<file path="src/rtl/fifo_wr_arbiter_if.sv">
// rtl/fifo_wr_arbiter_if.sv - requester/FIFO-side bundle for the round-robin FIFO write arbiter
interface fifo_wr_arbiter_if #(
    parameter int B = 8
) ();
    logic [3:0]     req;
    logic [4*B-1:0] din;
    logic [3:0]     ack;
    logic           fifo_full;
    logic           fifo_wr;
    logic [B-1:0]   fifo_wr_data;
    logic [1:0]     gnt_id;
    logic           busy;

    modport slave (
        input  req,
        input  din,
        input  fifo_full,
        output ack,
        output fifo_wr,
        output fifo_wr_data,
        output gnt_id,
        output busy
    );

    modport master (
        output req,
        output din,
        output fifo_full,
        input  ack,
        input  fifo_wr,
        input  fifo_wr_data,
        input  gnt_id,
        input  busy
    );
endinterface

</file>
<file path="src/rtl/fifo_wr_arbiter.sv">
// rtl/fifo_wr_arbiter.sv - four-requester round-robin arbiter feeding one FIFO write port in bursts
module fifo_wr_arbiter #(
    parameter int B         = 8,
    parameter int MAX_BURST = 4
) (
    input  logic              clk,
    input  logic              reset,
    fifo_wr_arbiter_if.slave  bus
);

    typedef enum logic {
        IDLE  = 1'b0,
        GRANT = 1'b1
    } state_t;

    // cnt is compared against the index of the final transfer of a burst
    localparam logic [3:0] BURST_LAST = 4'(MAX_BURST - 1);

    state_t     state_q, state_d;
    logic [1:0] owner_q, owner_d;
    logic [1:0] last_q,  last_d;
    logic [3:0] cnt_q,   cnt_d;

    logic [1:0] winner;
    logic [1:0] idx;
    logic       found;
    logic       wr;
    logic [1:0] gnt_id;
    logic [B-1:0] wr_data;

    always_ff @(posedge clk or posedge reset) begin
        if (reset) begin
            state_q <= IDLE;
            owner_q <= 2'd0;
            last_q  <= 2'd3;
            cnt_q   <= 4'd0;
        end else begin
            state_q <= state_d;
            owner_q <= owner_d;
            last_q  <= last_d;
            cnt_q   <= cnt_d;
        end
    end

    // Search starts one past the last owner so the previous winner ranks lowest
    always_comb begin
        winner = last_q;
        found  = 1'b0;
        idx    = 2'd0;
        for (int i = 1; i <= 4; i++) begin
            idx = last_q + 2'(i);
            if (!found && bus.req[idx]) begin
                winner = idx;
                found  = 1'b1;
            end
        end
    end

    always_comb begin
        state_d = state_q;
        owner_d = owner_q;
        last_d  = last_q;
        cnt_d   = cnt_q;
        wr      = 1'b0;
        unique case (state_q)
            IDLE: begin
                if (bus.req != 4'd0) begin
                    state_d = GRANT;
                    owner_d = winner;
                    cnt_d   = 4'd0;
                end
            end
            GRANT: begin
                if (!bus.req[owner_q]) begin
                    state_d = IDLE;
                    last_d  = owner_q;
                end else if (!bus.fifo_full) begin
                    wr    = 1'b1;
                    cnt_d = cnt_q + 4'd1;
                    if (cnt_q == BURST_LAST) begin
                        state_d = IDLE;
                        last_d  = owner_q;
                    end
                end
            end
            default: state_d = IDLE;
        endcase
    end

    assign gnt_id = (state_q == GRANT) ? owner_q : last_q;

    // Data follows gnt_id unconditionally so the FIFO sees a stable word even while stalled
    always_comb begin
        wr_data = '0;
        for (int k = 0; k < 4; k++) begin
            if (gnt_id == 2'(k)) begin
                wr_data = bus.din[k*B +: B];
            end
        end
    end

    assign bus.fifo_wr      = wr;
    assign bus.ack          = wr ? (4'b0001 << owner_q) : 4'b0000;
    assign bus.gnt_id       = gnt_id;
    assign bus.busy         = (state_q == GRANT);
    assign bus.fifo_wr_data = wr_data;

endmodule

</file>
<file path="src/flat_wrapper.sv">
// flat-port wrapper written by rule: the top's interface ports become plain ports
module fifo_wr_arbiter_flat 
#(
    parameter int B         = 8,
    parameter int MAX_BURST = 4
)
  (clk, reset, bus_req, bus_din, bus_fifo_full, bus_ack, bus_fifo_wr, bus_fifo_wr_data, bus_gnt_id, bus_busy);
  fifo_wr_arbiter_if #(.B(B)) bus_i ();
  input  logic clk;
  input  logic reset;
  input wire logic [$bits(bus_i.req)-1:0] bus_req;
  input wire logic [$bits(bus_i.din)-1:0] bus_din;
  input wire logic [$bits(bus_i.fifo_full)-1:0] bus_fifo_full;
  output wire logic [$bits(bus_i.ack)-1:0] bus_ack;
  output wire logic [$bits(bus_i.fifo_wr)-1:0] bus_fifo_wr;
  output wire logic [$bits(bus_i.fifo_wr_data)-1:0] bus_fifo_wr_data;
  output wire logic [$bits(bus_i.gnt_id)-1:0] bus_gnt_id;
  output wire logic [$bits(bus_i.busy)-1:0] bus_busy;
  assign bus_i.req = bus_req;
  assign bus_i.din = bus_din;
  assign bus_i.fifo_full = bus_fifo_full;
  assign bus_ack = bus_i.ack;
  assign bus_fifo_wr = bus_i.fifo_wr;
  assign bus_fifo_wr_data = bus_i.fifo_wr_data;
  assign bus_gnt_id = bus_i.gnt_id;
  assign bus_busy = bus_i.busy;
  fifo_wr_arbiter #(.B(B), .MAX_BURST(MAX_BURST)) u_core (.clk(clk), .reset(reset), .bus(bus_i));
endmodule
</file>
<file path="config.mk">
export PLATFORM = sky130hd
export DESIGN_NAME = fifo_wr_arbiter_flat
export DESIGN_NICKNAME = d
export VERILOG_FILES = /design/src/rtl/fifo_wr_arbiter_if.sv /design/src/rtl/fifo_wr_arbiter.sv /design/src/flat_wrapper.sv
export SDC_FILE = /design/constraint.sdc
export NUM_CORES = 1
export LEC_CHECK = 0
export CAP_MARGIN = 20
export CORE_MARGIN = 1.5
export CORE_UTILIZATION = 34
export CTS_CLUSTER_SIZE = 8
export DETAILED_ROUTE_END_ITERATION = 10
export PLACE_DENSITY = 0.86
export SYNTH_ARGS = -nofsm -noshare
export SYNTH_HDL_FRONTEND = slang
export SYNTH_SLANG_ARGS = --single-unit
export TNS_END_PERCENT = 10
</file>
<file path="constraint.sdc">
create_clock -name clk -period 1.83 [get_ports clk]
set_input_delay 0.366 -clock clk [delete_from_list [all_inputs] [get_ports clk]]
set_output_delay 0.366 -clock clk [all_outputs]
set_load 0.05 [all_outputs]
</file>
== Word-level counts from Yosys, hierarchy flattened ==
Cells that the tools add are included.
Storage, ports and cells
  flip-flop bits (word level): 9
  latch bits: 0
  memory bits (writable): 0
  memory bits (read-only): 0
  memories kept: 0
Operators by class
  $add $sub $neg: 4
  multipliers: 0
  div/mod/pow operators: 0
  $lt $le $gt $ge: 5
  equal/unequal tests: 9
  shifts and indexed selects: 1
  multiplexer cells: 38
  bitwise operators: 1
  reductions and logical operators: 11
Operator list (number)
  2-to-1 mux 8 bit: 4
  2-to-1 mux 2 bit: 8
  2-to-1 mux 4 bit: 4
  < comparator 2 x 3 -> 1 bit, second input constant: 5
  2-to-1 mux 1 bit: 15
  binary-select mux 1 bit (select 2 bit): 5
  inequality test 2 bit, second input constant: 4
  case mux 4 bit (2 select lines): 1
  AND reduction 3 bit: 2
  adder 2 bit, second input constant: 2
  adder 4 x 1 -> 4 bit, second input constant: 1
  equality test 2 bit, second input constant: 2
  equality test 4 x 2 -> 1 bit, second input constant: 1
  nonzero test 4 bit: 1
  left shift 1 x 2 -> 4 bit, first input constant: 1
  logical AND 1 bit: 3
  zero test 1 bit: 3
  adder 2 x 1 -> 2 bit, second input constant: 1
  equality test 2 x 1 -> 1 bit, second input constant: 1
  zero test 2 bit: 1
  inequality test 2 x 1 -> 1 bit, second input constant: 1
  case mux 1 bit (2 select lines): 1
  AND reduction 2 bit: 1
  NOT 1 bit: 1

== Longest topological paths before layout ==
  word-level depth: 13
  depth in mapped cells: 6
  depth with buffers taken out: 4

== Worst setup path after synthesis ==
OpenSTA, ideal clock, no wires.
  path kind: flip-flop to output port
  start point: register u_core.state_q (netlist: u_core.bus.busy)
  end point: output port bus_fifo_wr_data[5]
  arrival: 2415 ps
  required time: 1464 ps
  slack: -951 ps
  stages on the path, launching flop included: 6
  buffers on the path: 2
  cell sequence: dfrtp_1 -> buf_6 -> mux2i_1 -> clkbuf_1 -> a211oi_1 -> a21oi_1
Between the ends
  cells in the longest elaborated chain, start to end: 6
  elaborated cells on any way between the ends: 9
  those cells by class: eq/ne: 3; mux: 5; reduce/logical: 1
Ends and longest elaborated chain
  from (decl): line fifo_wr_arbiter.sv:19  | state_t state_q, state_d;
  from (signal assigned): line fifo_wr_arbiter.sv:38  | state_q <= state_d;
  2-to-1 mux 2 bit *: line fifo_wr_arbiter.sv:90  | assign gnt_id = (state_q == GRANT) ? owner_q : last_q;
  zero test 2 bit: line fifo_wr_arbiter.sv:96  | if (gnt_id == 2'(k)) begin
  2-to-1 mux 8 bit (3 in series): line fifo_wr_arbiter.sv:96
  2-to-1 mux 8 bit *: line fifo_wr_arbiter.sv:96
  to (decl): line flat_wrapper.sv:16  | output wire logic [$bits(bus_i.fifo_wr_data)-1:0] bus_fifo_wr_data;
Mark *: on every way between the ends. The rest lies on a longest branch, timed or not.

== Worst setup path in the final report ==
  start point: register u_core.last_q[0]
  end point: output port bus_fifo_wr_data[0]
Between the ends
  cells in the longest elaborated chain, start to end: 6
  elaborated cells on any way between the ends: 9
  those cells by class: eq/ne: 3; mux: 5; reduce/logical: 1
Ends and longest elaborated chain
  from (decl): line fifo_wr_arbiter.sv:21  | logic [1:0] last_q, last_d;
  from (signal assigned): line fifo_wr_arbiter.sv:40  | last_q <= last_d;
  2-to-1 mux 2 bit *: line fifo_wr_arbiter.sv:90
  zero test 2 bit: line fifo_wr_arbiter.sv:96
  2-to-1 mux 8 bit (3 in series): line fifo_wr_arbiter.sv:96
  2-to-1 mux 8 bit *: line fifo_wr_arbiter.sv:96
Marks and branches as above.

==> run metrics <==
status=complete, but fails checks; failing checks=negative setup slack; Vias/cell=5.941; post-layout minimum cycle time=2.256 ns; Fin. Hold Viols=0; FFs w/ async S/R, synth=100.0%; WP data required=1.46 ns; Yosys cell types=33; die area=3049 µm²; first-pass GRT wire length=6.713 mm; largest net degree at the start of global routing=14; main combinational cell family by area after synthesis=compound AO/OA/AOI/OAI gates; Setup WS post-layout=-0.4261 ns; Met3 Routed Length=477 µm; placed cell areas=1852 µm²; Worst Hold Class=input pin to async pin; port bufs=54; fin cells=222; Synth area leaders=dfrtp_1 19%, mux2i_1 12%, nor2b_1 7.4%, a211oi_1 7.3%, dfstp_2 5.7%; top_reg_cell synth=dfrtp_1; Routed WL=5.268 mm; Commonest cells post-synth=11 x mux2i_1, 11 x nor2b_1, 10 x a21oi_1, 9 x a211oi_1, 7 x dfrtp_1; YS warnings=0; Horiz. Die Dim=55.22 µm; XOR/XNOR Fraction of Synth Area=0%; CP max FO=6; Diodes inserted=0; vias in the first global route=1301; Post-DP HPWL=2.538 mm; RD Place Congestion=0.8589; Tot Pwr=5.113 mW; fmax=0.4433 GHz; nature of the critical path startpoint=flop; M1 wire length=1.990 mm; clock skew=0.003378 ns; clk_lat worst skew=0.27 ns; Power Density=2294 nW/µm²; total of max-cap violations=0; VDD IR max=2.587 mV; fin util=88.34%; Post-Syn Instances=105; launch point of the worst path=u_core.last_q[0]$_DFFE_PP1P_; CTS max path bufs=2; FF-to-FF Start=u_core.bus.busy$_DFF_PP0_; Slew headroom=75.61%; Layout fillers=97; Remaining DRCs=0; Antenna Nets Post-Route=0; drt pass-1 iters=4; period utilization=123.3%; row cnt=18; Synth Area in Compound Gates=24.43%; number of enable flip-flop cells after synthesis=0; Placed Instances=209; clock slew at reported path FFs=0.06 ns; share of cells above drive strength 1=53.13%; CTS tree=built; Yosys top cell area share=18.89%; # H-tree levels=1; sequential fraction of the synthesis area=24.56%; leakage=0.8869 nW; Core Area=2522 µm²; crit end category=output pin; # setup viols final=19; Starting Density=36.76%; Mapped Nets=145; adder-cell area share of the yosys netlist=1.350%; Initial DRC Count=67; Root Driver=clkbuf_4; initial antenna violation count=0; final instance area=2228 µm²; # IOs=55; Chip Height=55.22 µm; CTS Buf Count=3; Yosys reg bits=9; vias=1319; area share of and/or/nand/nor cells after synthesis=21.19%; met2 WL post-DR=2.592 mm; worst hold slack=0.3566 ns; Crit path arrival time=1.89 ns; Top Metal Used=met4; mux share of post-synthesis cell area=21.19%; Sink Count=9; post-synth top area cell=dfrtp_1; slew of the pin with the lowest slew margin=0.3588 ns; CTS hold repair buffers=0; critical path class=flop to output pin; area grow syn2layout=140.4%; drt wl/cell=23.73 µm; Slew Viols, Final=0; Syn Area/Cell=8.830 µm²; global route total overflow=0; Total GRT Usage=27.72%; RSZ-0062 raised after global routing=yes; Net count, final=233; Synth Cell Area=927.1 µm²
-- routing by layer --
layer / vias to the layer above / track usage (%)
li1: 564 / -
met1: 628 / 33.68
met2: 103 / 47.45
met3: 24 / 6.089
met4: 0 / 10.80
met5: - / 0
-- layout by cell type, fill, tap and decap left out, types with 3 or more instances in the layout --
cell	count
inv_1	5
nand2_1	6
mux2i_1	3
o21ai_0	3
mux2i_2	4
clkbuf_4	3
nor2b_1	3
dfrtp_1	6
clkdlybuf4s50_1	38
buf_12	10
buf_4	28
nor2_1	3
mux2i_4	7
nor2b_4	7
buf_6	12
a211oi_2	6
a21oi_4	8
-- what timing repair did --
action,4_1_cts,5_1_grt
resized for setup,24,29
gates cloned,1,1
pin swaps,0,10
setup buffers,5,5
endpoints found under the setup margin,15,21
-- worst max-delay path, stage by stage, from the launching register on --
cell       delay, ns
dfstp_2         0.58
mux2i_4         0.09
buf_12          0.14
clkbuf_16       0.16
nor2b_4         0.13
a211oi_2        0.05
buf_4           0.15
a21oi_4         0.13
buf_6           0.18
-- flip-flops by register name, indices dropped and copies added, names as in the netlist --
| register | cells |
|---|---|
| u_core.cnt_q | 4 |
| u_core.bus.busy | 1 |
| u_core.last_q | 2 |
| u_core.owner_q | 2 |
-- area by class of cell --
class                           instances  area [µm²]  area share [%]
Tap cell                               30       37.54           1.684
Inverter                                6       22.52           1.011
Sequential cell                         9       229.0           10.28
Clock buffer                            4       26.28           1.179
Timing Repair Buffer                   89       950.9           42.67
Multi-Input combinational cell         84       962.2           43.18
-- logic make-up (layout without fill, tap and decap cells) --
group / after synthesis / in the layout
flip-flops: 9 / 9
multiplexers: 18 / 18
AND/OR/NAND/NOR: 33 / 33
AO/OA/AOI/OAI: 32 / 32
buffers and inverters: 12 / 99
adder cells (fa/ha/maj): 1 / 1
-- worst paths after layout --
kind | to | slack (ns) | cells past startpoint
max | bus_fifo_wr_data[0] | -0.43 | 8
min | u_core.cnt_q[3]$_DFFE_PP0P_ | 0.36 | 2
max reg2reg | u_core.cnt_q[2]$_DFFE_PP0P_ | -0.04 | 6
min reg2reg | u_core.cnt_q[0]$_DFFE_PP0P_ | 0.52 | 1
max in group asynchronous | u_core.last_q[0]$_DFFE_PP1P_ | 1.17 | 2
min in group clk | u_core.cnt_q[0]$_DFFE_PP0P_ | 0.52 | 1
-- metrics by stage --
| stage | worst slack [ns] | setup TNS (ns) |
|---|---|---|
| finish | -0.4261 | -4.802 |
| global placement | -0.1656 | -1.599 |
| detailed placement | -0.2231 | -2.381 |
| global route | -0.4719 | -5.609 |
| CTS | -0.3453 | -3.959 |
| floorplan | -0.2814 | -3.312 |
-- report_power, final --
group,internal (mW),switching [mW],leakage (nW)
clock,0.0843,0.0735,0.0150
combinational,2.10,2.45,0.762
sequential,0.297,0.110,0.110
total,2.48,2.63,0.887
Power figures use the tool's default switching activity.
